--- src/rtl/part3_mac_pipe.sv ---
// Signed multiply-accumulate with an optional product register, per-sample
// accumulator clear, output saturation and a sticky saturation flag.
module part3_mac_pipe #(
  parameter int unsigned WIDTH     = 10,
  parameter int unsigned ACC_WIDTH = 20,
  parameter int unsigned PIPELINE  = 0
) (
  input  logic                        clk,
  input  logic                        reset,
  input  logic signed [WIDTH-1:0]     a,
  input  logic signed [WIDTH-1:0]     b,
  input  logic                        valid_in,
  input  logic                        clear_in,
  output logic signed [ACC_WIDTH-1:0] f,
  output logic                        valid_out,
  output logic                        sat_flag
);

  localparam int unsigned PROD_W = 2 * WIDTH;
  localparam int unsigned SUM_W  = ACC_WIDTH + 1;

  localparam logic signed [ACC_WIDTH-1:0] ACC_MAX = {1'b0, {(ACC_WIDTH-1){1'b1}}};
  localparam logic signed [ACC_WIDTH-1:0] ACC_MIN = {1'b1, {(ACC_WIDTH-1){1'b0}}};

  // The accumulator must hold any single product without truncation.
  generate
    if (ACC_WIDTH < PROD_W) begin : g_width_check
      $error("part3_mac_pipe: ACC_WIDTH must be >= 2*WIDTH");
    end
  endgenerate

  logic signed [WIDTH-1:0]  a_r;
  logic signed [WIDTH-1:0]  b_r;
  logic                     clr1;
  logic                     vld1;
  logic signed [PROD_W-1:0] prod_c;

  logic signed [PROD_W-1:0] acc_p;
  logic                     acc_vld;
  logic                     acc_clr;

  logic signed [SUM_W-1:0]     base_c;
  logic signed [SUM_W-1:0]     sum_c;
  logic                        ovf_c;
  logic signed [ACC_WIDTH-1:0] f_next_c;

  // Operand capture: operands hold while no sample is accepted.
  always_ff @(posedge clk) begin
    if (reset) begin
      a_r  <= '0;
      b_r  <= '0;
      clr1 <= 1'b0;
      vld1 <= 1'b0;
    end else begin
      vld1 <= valid_in;
      if (valid_in) begin
        a_r  <= a;
        b_r  <= b;
        clr1 <= clear_in;
      end
    end
  end

  // Full-precision signed product of the captured operands.
  always_comb begin
    prod_c = PROD_W'(a_r) * PROD_W'(b_r);
  end

  generate
    if (PIPELINE != 0) begin : g_pipe
      logic signed [PROD_W-1:0] p_r;
      logic                     vld2;
      logic                     clr2;

      // Product register stage carrying its own valid/clear bits.
      always_ff @(posedge clk) begin
        if (reset) begin
          p_r  <= '0;
          vld2 <= 1'b0;
          clr2 <= 1'b0;
        end else begin
          vld2 <= vld1;
          if (vld1) begin
            p_r  <= prod_c;
            clr2 <= clr1;
          end
        end
      end

      assign acc_p   = p_r;
      assign acc_vld = vld2;
      assign acc_clr = clr2;
    end else begin : g_comb
      assign acc_p   = prod_c;
      assign acc_vld = vld1;
      assign acc_clr = clr1;
    end
  endgenerate

  // Wide sum with one guard bit; disagreeing top bits mean the result left range.
  always_comb begin
    base_c   = acc_clr ? '0 : SUM_W'(f);
    sum_c    = SUM_W'(acc_p) + base_c;
    ovf_c    = (sum_c[ACC_WIDTH] != sum_c[ACC_WIDTH-1]);
    f_next_c = sum_c[ACC_WIDTH-1:0];
    if (ovf_c) begin
      f_next_c = sum_c[ACC_WIDTH] ? ACC_MIN : ACC_MAX;
    end
  end

  // Accumulator, output strobe and sticky saturation flag.
  always_ff @(posedge clk) begin
    if (reset) begin
      f         <= '0;
      valid_out <= 1'b0;
      sat_flag  <= 1'b0;
    end else begin
      valid_out <= acc_vld;
      if (acc_vld) begin
        f        <= f_next_c;
        sat_flag <= (acc_clr ? 1'b0 : sat_flag) | ovf_c;
      end
    end
  end

endmodule

--- config.mk ---
export PLATFORM = sky130hd
export DESIGN_NAME = part3_mac_pipe
export DESIGN_NICKNAME = d
export VERILOG_FILES = /design/src/rtl/part3_mac_pipe.sv
export SDC_FILE = /design/constraint.sdc
export NUM_CORES = 1
export LEC_CHECK = 0
export BUFFER_PORTS_ARGS = -buffer_cell sky130_fd_sc_hd__clkbuf_2
export CORE_ASPECT_RATIO = 0.75
export CORE_MARGIN = 3
export CORE_UTILIZATION = 45
export DETAILED_ROUTE_END_ITERATION = 10
export PLACE_DENSITY = 0.62
export RECOVER_POWER = 50
export SYNTH_ARGS = -nofsm -noshare
export SYNTH_HDL_FRONTEND = slang
export SYNTH_SLANG_ARGS = --single-unit
--- constraint.sdc ---
create_clock -name clk -period 5.9 [get_ports clk]
set_clock_uncertainty 0.15 [all_clocks]
set_input_delay 1.18 -clock clk [delete_from_list [all_inputs] [get_ports clk]]
set_output_delay 1.18 -clock clk [all_outputs]
set_load 0.02 [all_outputs]
==> impl_metrics.ini <==
[setup_path]
ff2ff_setup_slack_ns = 0.22
worstSetupStartpointType = register
cp-end-kind = register
crit_required_ns = 5.94
cp_max_fo = 17
arrival_ns = 5.73
worstSetupPathType = register to register

[pwr]
power_mw = 1.60
powerDensity_nw_per_um2 = 215
p_leak_nw = 3.66
peakVddDrop_mv = 0.0991

[floorplan]
num_rows = 38
ios = 46
die-width_um = 148
core-area_um2 = 14600
dieArea_um2 = 16600
start_util_pct = 46.5
die_h_um = 112

[timing]
timing.final.ws_setup_ns = 0.216
worstMarginPinSlew_ns = 1.67
period_share_pct = 96.3
finalHoldViolCount = 0
max_freq_mhz = 176
setup_tns_ns = 0
period_needed_ns = 5.68
slew_violations = 23
setup_violations = 0
slew_headroom_pct = -11.1

[detailed_routing]
wl_per_cell_um = 14.8
wirelength_mm = 14.4
drcViolationCount = 0
num_vias = 4962
viasPerCell = 5.10
postRouteAntennaNets = 0
drtIter0Drc = 214
firstDrtPassIters = 5

[clock_tree]
cts_tree = built
clk_pin_slew_ns = 0.07
holdBufCountCts = 0
clock_path_buffers = 2
cts_made_buffers = 5
cts-root-buf = clkbuf_16
htree_levels = 2
cts.sinks = 44
clk_latency_ns = 0.30

[cells_and_area]
layout_commonest_cell = inv_1
diodes = 0
fill_cells = 1399
fin_util_pct = 51.0
drive_above_1_share_pct = 11.4
finish.instance_area_um2 = 7440
syn_to_final_growth_pct = 9.54
final_nets = 966
mostFrequentLayoutCells = inv_1, fa_1, nand2_1

[run]
maxCapViolCount = 1

[global_routing]
grt_pass1_wl_mm = 24.8
grt_pass1_vias = 5146
antenna_found_initial = 0
grt_usage_pct = 18.4
grt_max_degree = 42
grt-ovfl-total = 0

[synth]
synth_mux_area_share_pct = 3.41
synth_compound_area_share_pct = 11.5
synth_ff_type = dfxtp_1
syn_area_um2 = 6790
synth_edf_count = 0
synth_cell_type_count = 55
synth_simple_gate_area_share_pct = 13.1
synth_area_per_cell_um2 = 9.07
netlist_instances = 749
synthXorXnorAreaFrac_pct = 2.97
ys.warnings.count = 0
yosys_register_bits = 44
synth_top_area_share_pct = 33.6
synthAdderAreaFrac_pct = 44.1
synth_top_cells_by_area = fa_1, dfxtp_1, ha_1
synth_top_family_by_area = adder cells
async_flop_share_pct = 0
synth_top_cell_by_area = fa_1
synth_nets = 944
yosysSeqAreaShare_pct = 13.0

[placed_design]
gp_congestion = 0.850
port_buffers = 45
place_ws_ns = 0.0892
place_area_um2 = 7170
place_hpwl_mm = 12.0

[run_status]
status = complete, but fails checks
violations = capacitance limit, slew limit

[worst_hold_path]
min_path_type = register to register
==> worst paths after layout <==
kind             from  cells past startpoint  endpoint
max            b_r[3]                     20     f[10]
min          sat_flag                      1  sat_flag
max reg2reg    b_r[3]                     20     f[10]
min reg2reg  sat_flag                      1  sat_flag
==> cells in the mapped netlist (2+ instances only) <==
cell type,count
o21ai_1,13
o21bai_1,2
or4_1,2
nor3_1,2
a21oi_1,28
a21o_1,2
nor2_1,34
o221a_1,19
xor2_1,8
nor2b_1,33
ha_1,57
nand3_1,2
a211oi_1,4
and2_1,39
fa_1,114
mux2i_1,22
a21oi_2,2
o21ai_0,14
dfxtp_1,44
o21a_1,3
xnor2_1,10
buf_6,4
inv_1,167
clkbuf_1,35
nand2_1,59
==> registers in the layout (all words and copies together) (netlist names) <==
register,cells
acc_clr,1
valid_out,1
sat_flag,1
f,20
a_r,10
acc_vld,1
b_r,10
==> per-layer routing <==
layer  vias up  track usage [%]  part of all wire (%)
met5         -                0                     0
met4         0             2.58                  0.85
met3         9             3.71                   4.4
met2       102             30.3                    48
met1      2479             26.1                    46
li1       2372                -                     -
==> final cells by class <==
cell class / count / area [um^2] / share of cell area [%]
Multi-Input combinational cell: 497 / 5160 / 69.3
Sequential cell: 44 / 896 / 12.0
Inverter: 167 / 627 / 8.42
Timing Repair Buffer: 56 / 338 / 4.54
Tap cell: 200 / 250 / 3.36
Clock buffer: 5 / 125 / 1.68
Clock inverter: 3 / 47.5 / 0.639
==> cell families after synthesis <==
logic type	after synthesis
AOI/OAI and AO/OA	106
muxes	23
DFF	44
xor gates and xnor gates	20
buffers and inverters	208
adders and majority gates	171
and+or+nand+nor	177
==> what timing repair did <==
item	CTS	global route
setup endpoints to repair	0	21
setup buffers	0	2
gates resized for setup	0	25
==> where the power goes <==
part | switching (mW) | total (mW) | internal (mW) | leakage (nW)
Combinational | 0.512 | 0.891 | 0.379 | 3.21
Clock | 0.135 | 0.337 | 0.202 | 0.0840
Sequential | 0.0442 | 0.371 | 0.326 | 0.367
==> worst max-delay path, cell delays in order, from the launching register on <==
cell and delay [ns]:
dfxtp_1 0.48, buf_4 0.20, nand2_1 0.07, fa_1 0.42, fa_1 0.52, fa_1 0.54
inv_1 0.05, fa_1 0.47, inv_1 0.05, fa_1 0.48, inv_1 0.05, ha_1 0.35
nor3_2 0.11, nor3_2 0.31, a21oi_4 0.13, o41ai_4 0.38, xnor2_2 0.16, buf_4 0.15
buf_12 0.13, o21ai_0 0.09, o221a_1 0.28
==> through the flow <==
| step | hold slack (ns) | instances |
|---|---|---|
| 2_1_floorplan | 0.308 | 749 |
| 3_3_place_gp | 0.328 | 961 |
| 3_5_place_dp | 0.337 | 961 |
| 4_1_cts | 0.354 | 969 |
| 5_1_grt | 0.386 | 972 |
| 6_report | 0.348 | 972 |
Note: power is estimated with default switching activity, not from simulation.
